`config.mk`:
```
export PLATFORM = sky130hd
export DESIGN_NAME = exponent_arbiter
export DESIGN_NICKNAME = d
export VERILOG_FILES = /design/src/rtl/exponent_arbiter.sv
export SDC_FILE = /design/constraint.sdc
export NUM_CORES = 1
export LEC_CHECK = 0
export CAP_MARGIN = 5
export CORE_ASPECT_RATIO = 1.25
export CORE_UTILIZATION = 40
export CTS_CLUSTER_SIZE = 40
export DETAILED_ROUTE_END_ITERATION = 10
export GPL_TIMING_DRIVEN = 0
export HOLD_SLACK_MARGIN = 0.1
export PLACE_DENSITY = 0.87
export SLEW_MARGIN = 20
export SYNTH_ARGS = -nofsm -noshare
export SYNTH_HDL_FRONTEND = slang
export SYNTH_SLANG_ARGS = --single-unit
```
`constraint.sdc`:
```
create_clock -name clk -period 5.4 [get_ports clk]
set_input_delay 1.35 -clock clk [delete_from_list [all_inputs] [get_ports clk]]
set_output_delay 1.35 -clock clk [all_outputs]
set_load 0.03 [all_outputs]
```
`src/rtl/exponent_arbiter.sv`:
```
// exponent_arbiter: round-robin front end that shares one in-order exponent
// engine between NREQ requesters. Each accepted operand is issued one cycle
// later, its owner is queued in a tag FIFO, and every engine result is
// steered back to the owner at the head of that FIFO one cycle after it
// arrives.
//
// Handshakes: a requester transfers when req_valid[i] && req_ready[i] in the
// same cycle; req_ready is combinational and never depends on the engine in
// the same cycle. The engine has no backpressure: eng_in_valid is a strobe,
// and eng_out_valid is always consumed.
module exponent_arbiter #(
    parameter int BITS         = 32,
    parameter     PRECISION    = "FIXED_16_16",
    parameter int NREQ         = 4,
    parameter int MAX_INFLIGHT = 8
) (
    input  logic                          clk,
    input  logic                          rstn,
    input  logic [NREQ-1:0]               req_valid,
    input  logic [NREQ*BITS-1:0]          req_a,
    output logic [NREQ-1:0]               req_ready,
    output logic                          eng_in_valid,
    output logic [BITS-1:0]               eng_a,
    input  logic                          eng_out_valid,
    input  logic [BITS-1:0]               eng_c,
    output logic [NREQ-1:0]               rsp_valid,
    output logic [BITS-1:0]               rsp_c,
    output logic [$clog2(MAX_INFLIGHT):0] inflight,
    output logic                          idle,
    output logic                          err_orphan
);

    localparam int TAGW = (NREQ > 1) ? $clog2(NREQ) : 1;
    localparam int PTRW = $clog2(MAX_INFLIGHT);
    localparam int CNTW = PTRW + 1;

    // The number format only matters to the engine; here it must at least be
    // a text tag. Requester count and FIFO depth must stay in their legal range.
    if ((NREQ < 2) || (NREQ > 8) || (MAX_INFLIGHT < 2) || (MAX_INFLIGHT > 32) ||
        ((MAX_INFLIGHT & (MAX_INFLIGHT - 1)) != 0) || (($bits(PRECISION) % 8) != 0))
    begin : g_param_err
        $error("exponent_arbiter: unsupported parameter set");
    end

    logic [TAGW-1:0] last_grant;
    logic [TAGW-1:0] win_idx;
    logic            win_found;
    logic            full;
    logic            handshake;
    logic            pop;
    logic            orphan_hit;

    logic [TAGW-1:0] tag_mem [MAX_INFLIGHT];
    logic [PTRW-1:0] wr_ptr;
    logic [PTRW-1:0] rd_ptr;
    logic [TAGW-1:0] head_tag;

    // Full is judged on the registered count only, so a same-cycle pop never
    // opens a slot early.
    assign full       = (inflight == CNTW'(MAX_INFLIGHT));
    assign handshake  = |(req_valid & req_ready);
    assign pop        = eng_out_valid && (inflight != '0);
    assign orphan_hit = eng_out_valid && (inflight == '0);
    assign head_tag   = tag_mem[rd_ptr];
    assign idle       = (inflight == '0) && !eng_in_valid;

    // Round-robin search starting one past the last granted requester.
    always_comb begin
        logic [TAGW-1:0] cand;
        cand      = '0;
        win_found = 1'b0;
        win_idx   = '0;
        for (int k = 1; k <= NREQ; k++) begin
            cand = TAGW'((int'(last_grant) + k) % NREQ);
            if (!win_found && req_valid[cand]) begin
                win_found = 1'b1;
                win_idx   = cand;
            end
        end
    end

    // Only the winner sees ready, and only while a tag slot is free and out of reset.
    always_comb begin
        req_ready = '0;
        if (rstn && win_found && !full) begin
            req_ready[win_idx] = 1'b1;
        end
    end

    // Remember who was granted last; reset value makes requester 0 first.
    always_ff @(posedge clk or negedge rstn) begin
        if (!rstn) begin
            last_grant <= TAGW'(NREQ - 1);
        end else if (handshake) begin
            last_grant <= win_idx;
        end
    end

    // Register the accepted operand towards the engine (one-cycle issue).
    always_ff @(posedge clk or negedge rstn) begin
        if (!rstn) begin
            eng_in_valid <= 1'b0;
            eng_a        <= '0;
        end else begin
            eng_in_valid <= handshake;
            if (handshake) begin
                eng_a <= req_a[int'(win_idx)*BITS +: BITS];
            end
        end
    end

    // Tag storage: owner index of each outstanding operation, in issue order.
    always_ff @(posedge clk) begin
        if (handshake) begin
            tag_mem[wr_ptr] <= win_idx;
        end
    end

    // FIFO pointers wrap naturally because the depth is a power of two.
    always_ff @(posedge clk or negedge rstn) begin
        if (!rstn) begin
            wr_ptr <= '0;
            rd_ptr <= '0;
        end else begin
            if (handshake) begin
                wr_ptr <= wr_ptr + PTRW'(1);
            end
            if (pop) begin
                rd_ptr <= rd_ptr + PTRW'(1);
            end
        end
    end

    // Outstanding count: up on accept, down on a matched result, both = hold.
    always_ff @(posedge clk or negedge rstn) begin
        if (!rstn) begin
            inflight <= '0;
        end else begin
            case ({handshake, pop})
                2'b10:   inflight <= inflight + CNTW'(1);
                2'b01:   inflight <= inflight - CNTW'(1);
                default: inflight <= inflight;
            endcase
        end
    end

    // Steer each result to its owner one cycle after the engine delivers it.
    always_ff @(posedge clk or negedge rstn) begin
        if (!rstn) begin
            rsp_valid <= '0;
            rsp_c     <= '0;
        end else begin
            rsp_valid <= '0;
            if (pop) begin
                rsp_valid[head_tag] <= 1'b1;
                rsp_c               <= eng_c;
            end
        end
    end

    // A result with nothing outstanding is flagged until the next reset.
    always_ff @(posedge clk or negedge rstn) begin
        if (!rstn) begin
            err_orphan <= 1'b0;
        end else if (orphan_hit) begin
            err_orphan <= 1'b1;
        end
    end

endmodule

```
==> summary.md, run 1 <==
| Metric | Value |
|---|---|
| Synth Area in Compound Gates | 10.96% |
| Longest Clk Path Bufs | 2 |
| Overall power | 4.034 mW |
| Fraction of layout cells with a size suffix above 1 | 10.89% |
| Die width | 101.5 microns |
| Largest net degree at the start of global routing | 47 |
| Sequential share of the synthesized area | 51.16% |
| #FFs+latches synth | 98 |
| Hold Buf Count CTS | 0 |
| Initial antenna violation count | 1 |
| CTS resizes | 0 |
| Hold Fails Final Rpt | 0 |
| Post-Synth Adder-Cell Area | 1.667% |
| Final Core Density | 65.63% |
| Via count | 4361 |
| FP Rows | 45 |
| DP Cell Count | 846 |
| Critical path peak fanout | 14 |
| FF-to-FF setup slack | 2.42 ns |
| Critical path arrival | 3.71 ns |
| TritonCTS buffer count | 9 |
| Residual DRC | 0 |
| IO Count | 246 |
| Area of the core | 12110 sq um |
| CTS tree | done |
| Die area | 12840 sq um |
| Post-synth EDFFs | 16 |
| Nets | 866 |
| Crit end category | primary output |
| First-pass GRT wire length | 23540 microns |
| Fillcell total | 927 |
| Drt pass-1 iters | 4 |
| Setup repair bufs after CTS | 0 |
| Max H-tree Level | 3 |
| CTS root buf | clkbuf_16 |
| RePlAce Congestion | 0.8361 |
| CP Class | input port to primary output |
| Syn Area/Cell | 11.36 sq um |
| CTS Sinks | 98 |
| Starting Density | 40.93% |
| Synth Instances | 436 |
| CP peak stage delay | 0.69 ns |
| Port Buffer Count | 245 |
| Slew Viols, Final | 0 |
| Crit-path cells | clkdlybuf4s50_1 -> nand2b_1 -> a21boi_1 -> o221ai_2 -> and3_1 -> clkdlybuf4s50_1 |
| Die height | 126.4 microns |
| Most used cell, CP | clkdlybuf4s50_1 |
| Status | complete, no violations |
| Worst min path class | flop to flop |
| P_leak | 3.444 nW |
| RSZ-0062 raised after global routing | no |
| Power Dens Cells | 507.7 nW/um^2 |
| Achievable frequency | 197.8 MHz |
| Worst skew pair latency | 0.34 ns |
| Largest family of logic cells by synthesized area | multiplexers |
| N_diodes | 0 |
| Syn nets | 609 |
| CTS clk-pin slew, worst paths | 0.07 ns |
| Number of max-cap violations | 0 |
| Finished Layout Cells | 862 |
| Synth cell types | 38 |
| Max rail drop VDD | 0.2813 mV |
| Multiplexer share of the synthesized area | 15.35% |
| Routed len/inst | 17.68 microns |
| Critical Path Source Type | input port |
| Yosys warnings | 0 |
| Final Cell Area | 7945 sq um |
| Primary FF master, synth | dfrtp_1 |
| CP required | 4.05 ns |
| Worst-margin pin slew | 0.6902 ns |
| # setup viols final | 0 |
| Synth Area in Simple Gates | 14.37% |
| GR Util All Layers | 24.39% |
| Vias in the first global route | 4554 |
| Slowest CP cell | clkdlybuf4s50_1 |
| Clk_skew | 0.007716 ns |
| Number of DRC violations after detailed-routing iteration 0 | 163 |
| Slew HR | 53.99% |
| DP HPWL | 12220 microns |
| Post-synth ARST share | 83.67% |
| Min cycle time layout | 5.056 ns |
| Area after DPL | 7637 sq um |
| Detailed Route WL | 15240 microns |
| Synthesized area | 4955 sq um |
| Area delta synth->final | 60.35% |
| Tcrit/Tclk final | 93.63% |
| Avg Vias per Cell | 5.059 |
| Grt ovf | 0 |
| XOR/XNOR Fraction of Synth Area | 1.414% |
| Detail Route Antenna Nets | 0 |
-- synthesized netlist by cell type (6+ instances only) --
cell type	n	share of area, %
nand2_1	145	11
dfrtp_1	80	40
mux2i_1	67	14
o221ai_2	28	8.5
edfxtp_1	16	9.7
clkbuf_1	7	0.53
nor2_1	6	0.45
nor3_1	6	0.61
xnor2_1	6	1.1
-- report_power, final --
part | switching [mW] | total, mW | internal (mW)
logic | 1.17 | 2.15 | 0.976
registers | 0.176 | 1.21 | 1.04
clock network | 0.300 | 0.668 | 0.369
-- critical path: cells and delay by family --
kind | cells | cell delay [ns]
AO/OA/AOI/OAI | 2 | 0.72
buffers and inverters | 2 | 1.24
AND/OR/NAND/NOR | 2 | 0.40
-- logic make-up (layout without fill, tap and decap cells) --
logic type,count (synthesis),in the layout
AOI/OAI and AO/OA,45,45
xor gates and xnor gates,8,8
adders and majority gates,6,6
buffers and inverters,35,297
DFF,98,98
muxes,71,71
and+or+nand+nor,173,173
-- final timing paths --
kind                              start       endpoint  cells after the start
setup / recovery           req_valid[3]   req_ready[1]                      6
hold reg to reg               rsp_c[27]      rsp_c[27]                      2
min in group asynchronous          rstn   rsp_valid[2]                      1
setup reg to reg            inflight[0]    inflight[3]                     12
max in group asynchronous          rstn  last_grant[0]                      2
hold / removal                rsp_c[27]      rsp_c[27]                      2
-- per-layer routing --
layer	up-vias	GRT usage, %	wire, microns	part of all wire, %
met1	2086	26.40	5624	37
li1	2042	-	-	-
met4	2	8.696	358	2.3
met5	-	0	13	0.085
met3	30	8.320	1502	9.9
met2	201	43.48	7744	51
-- final cells by class --
cell class              instances  area, sq um  area share, %
clock buffers                   9        225.2          2.835
clock inverters                 7        82.58          1.039
plain buffers                  27        221.5          2.787
repair buffers                246         2477          31.18
multi-input cells             303         2168          27.29
well taps                     164        205.2          2.583
flip-flops and latches         98         2535          31.91
inverters                       8        30.03         0.3780
-- state kept, by name (all words and copies together), names as in the netlist --
signal / count
eng_a: 32
eng_in_valid: 1
err_orphan: 1
inflight: 4
last_grant: 2
rd_ptr: 3
rsp_c: 32
rsp_valid: 4
tag_mem: 16
wr_ptr: 3
-- metrics by stage --
step,setup TNS [ns],hold WS (ns),setup WS [ns]
floorplan,0,0.4806,1.375
finish,0,0.4762,0.3437
detailed placement,0,0.4619,0.3322
CTS,0,0.4803,0.3339
global placement,-59.43,0.4577,-2.471
global route,0,0.5004,0.1592
-- layout by cell type (no fill, tap or decap), types with 5 or more instances in the layout --
cell,n
clkdlybuf4s50_1,244
nand2_1,145
dfrtp_1,80
mux2i_1,67
o221ai_2,28
edfxtp_1,16
clkbuf_16,9
clkbuf_1,7
nor2_1,6
nor3_1,6
buf_4,6
xnor2_1,6
nand2b_1,5
inv_1,5
buf_2,5
o221ai_1,5
ha_1,5
No activity file was read; power rests on OpenSTA's default activity.
==> run 2: changes to the inputs <==
--- a/config.mk
+++ b/config.mk
@@ -10,9 +10,10 @@
 export CORE_UTILIZATION = 40
 export CTS_CLUSTER_SIZE = 40
 export DETAILED_ROUTE_END_ITERATION = 10
+export GPL_ROUTABILITY_DRIVEN = 0
 export GPL_TIMING_DRIVEN = 0
 export HOLD_SLACK_MARGIN = 0.1
-export PLACE_DENSITY = 0.87
+export PLACE_DENSITY = 0.8
 export SLEW_MARGIN = 20
 export SYNTH_ARGS = -nofsm -noshare
 export SYNTH_HDL_FRONTEND = slang
==> summary.md, run 2 (synthesized netlist as in run 1, its figures left out) <==
| Metric | Value |
|---|---|
| Routed len/inst | 17.09 microns (-3.3%) |
| Longest Clk Path Bufs | 2 (unchanged) |
| Tcrit/Tclk final | 93.82% (+0.18 points) |
| GR Util All Layers | 23.80% (-0.59 points) |
| Avg Vias per Cell | 5.049 (-0.21%) |
| Area delta synth->final | 61.29% |
| Max H-tree Level | 3 (unchanged) |
| Die width | 101.5 microns (unchanged) |
| Achievable frequency | 197.4 MHz (-0.20%) |
| Number of DRC violations after detailed-routing iteration 0 | 127 (-22%) |
| Via count | 4352 (-0.21%) |
| Clk_skew | 0.01017 ns (+0.002454 ns) |
| Slowest CP cell | clkdlybuf4s50_1 |
| Crit path buf inv count | 2 (unchanged) |
| P_leak | 3.468 nW (+0.69%) |
| RSZ-0062 raised after global routing | no |
| Detailed Route WL | 14730 microns (-3.3%) |
| Starting Density | 40.93% (unchanged) |
| Grt ovf | 0 (unchanged) |
| Hold Buf Count CTS | 0 (unchanged) |
| Worst-margin pin slew | 0.6478 ns (-0.04234 ns) |
| Power Internal | 2.479 mW (+4.0%) |
| Detail Route Antenna Nets | 0 (unchanged) |
| Switching share of power | 39.68% (-1.2 points) |
| Slew HR | 56.81% (+2.8 points) |
| Min cycle time layout | 5.066 ns (+0.009889 ns) |
| Setup TNS after final layout | 0 ns (unchanged) |
| Overall power | 4.110 mW (+1.9%) |
| Final Core Density | 66.02% (+0.38 points) |
| CTS root buf | clkbuf_16 |
| Largest net degree at the start of global routing | 57 (+21%) |
| Critical path arrival | 3.72 ns (about the same) |
| Nets | 866 (unchanged) |
| Drt pass-1 iters | 4 (unchanged) |
| Slew Viols, Final | 0 (unchanged) |
| Clock network power share | 18.1% (+1.5 points) |
| Status | complete, no violations |
| Fraction of layout cells with a size suffix above 1 | 10.74% (-0.14 points) |
| Area of the core | 12110 sq um (unchanged) |
| CTS resizes | 0 (unchanged) |
| TritonCTS buffer count | 9 (unchanged) |
| Vias in the first global route | 4619 (+1.4%) |
| Most used cell, CP | clkdlybuf4s50_1 |
| Crit-path cells | clkdlybuf4s50_1 -> nand2b_1 -> a21boi_1 -> o221ai_2 -> and3_1 -> clkdlybuf4s50_1 |
| CP peak stage delay | 0.70 ns (about the same) |
| # setup viols final | 0 (unchanged) |
| Hold Fails Final Rpt | 0 (unchanged) |
| Most frequent cells in the layout | 244 x clkdlybuf4s50_1, 145 x nand2_1, 80 x dfrtp_1 |
| Setup repair bufs after CTS | 0 (unchanged) |
| CP required | 4.05 ns (about the same) |
| Worst skew pair latency | 0.35 ns (about the same) |
| Initial antenna violation count | 0 (-1) |
| N_diodes | 0 (unchanged) |
| IO Count | 246 (unchanged) |
| Finished Layout Cells | 862 (unchanged) |
| Number of max-cap violations | 0 (unchanged) |
| Max rail drop VDD | 0.2597 mV (-7.7%) |
| Combinational share of power | 52.2% (-1.1 points) |
| Die area | 12840 sq um (unchanged) |
| Die height | 126.4 microns (unchanged) |
| FP Rows | 45 (unchanged) |
| CTS Sinks | 98 (unchanged) |
| Area after DPL | 7637 sq um (unchanged) |
| Final Cell Area | 7991 sq um (+0.58%) |
| Critical Path Source Type | input port |
| Top delay family on crit path | buffers and inverters |
| DP HPWL | 11670 microns (-4.5%) |
| P_sw | 1.631 mW (-1.2%) |
| DP Cell Count | 846 (unchanged) |
| Residual DRC | 0 (unchanged) |
| Crit end category | primary output |
| Power Dens Cells | 514.3 nW/um^2 (+1.3%) |
| CTS tree | done |
| Worst min path class | flop to flop |
| Seq pwr share | 29.7% (-0.4 points) |
| CTS clk-pin slew, worst paths | 0.06 ns (about the same) |
| Critical path peak fanout | 14 (unchanged) |
| Largest regs | eng_a x32, rsp_c x32, tag_mem x16 |
| Port Buffer Count | 245 (unchanged) |
| First-pass GRT wire length | 23080 microns (-1.9%) |
| Most common cell after layout, fill and taps aside | clkdlybuf4s50_1 |
| CP Class | input port to primary output |
run 2: metrics by stage:
step / hold slack (ns) / worst slack, ns
2_1_floorplan: 0.4806 / 1.375
3_3_place_gp: 0.4559 / -2.469
3_5_place_dp: 0.4615 / 0.3163
4_1_cts: 0.4788 / 0.3045
5_1_grt: 0.4896 / 0.1784
6_report: 0.4745 / 0.3338
run 2: power groups by stage:
stage	Sequential [mW]	Combinational, mW	Clock (mW)
global placement	1.21	2.12	0
detailed placement	1.22	2.17	0
global route	1.25	2.30	0.791
finish	1.22	2.15	0.744
CTS	1.22	2.17	0.755
floorplan	1.63	0.931	0
run 2: routing by layer:
layer / track usage, % / part of all wire (%)
met5: 0 / 0
met4: 5.968 / 1.2
met3: 9.532 / 10
met2: 43.76 / 52
met1: 24.69 / 36
run 2: path summary, 6_finish.rpt:
check,cells past startpoint,start,slack [ns],endpoint
max,6,req_valid[3],0.33,req_ready[3]
min,2,rsp_c[1],0.47,rsp_c[1]
max reg2reg,12,inflight[0],2.45,inflight[3]
min reg2reg,2,rsp_c[1],0.47,rsp_c[1]
max in group asynchronous,2,rstn,3.87,wr_ptr[0]
min in group asynchronous,1,rstn,0.92,rsp_c[16]
run 2: layout make-up:
cell class	instances	area (sq um)
plain buffers	27	221.5
clock buffers	12	279.0
clock inverters	4	75.07
fillers	968	4114
inverters	8	30.03
multi-input cells	303	2168
flip-flops and latches	98	2535
well taps	164	205.2
repair buffers	246	2477
run 2: worst reg2reg max path: stages (launching register included):
cell and delay [ns]:
dfrtp_1 0.44, nor3_1 0.32, nand2b_1 0.14, nand2_1 0.34, inv_2 0.07, clkbuf_1 0.24, ha_1 0.30, ha_1 0.29
a21o_1 0.19, a21oi_1 0.18, xnor2_1 0.14, nor2_1 0.06, xor2_1 0.14
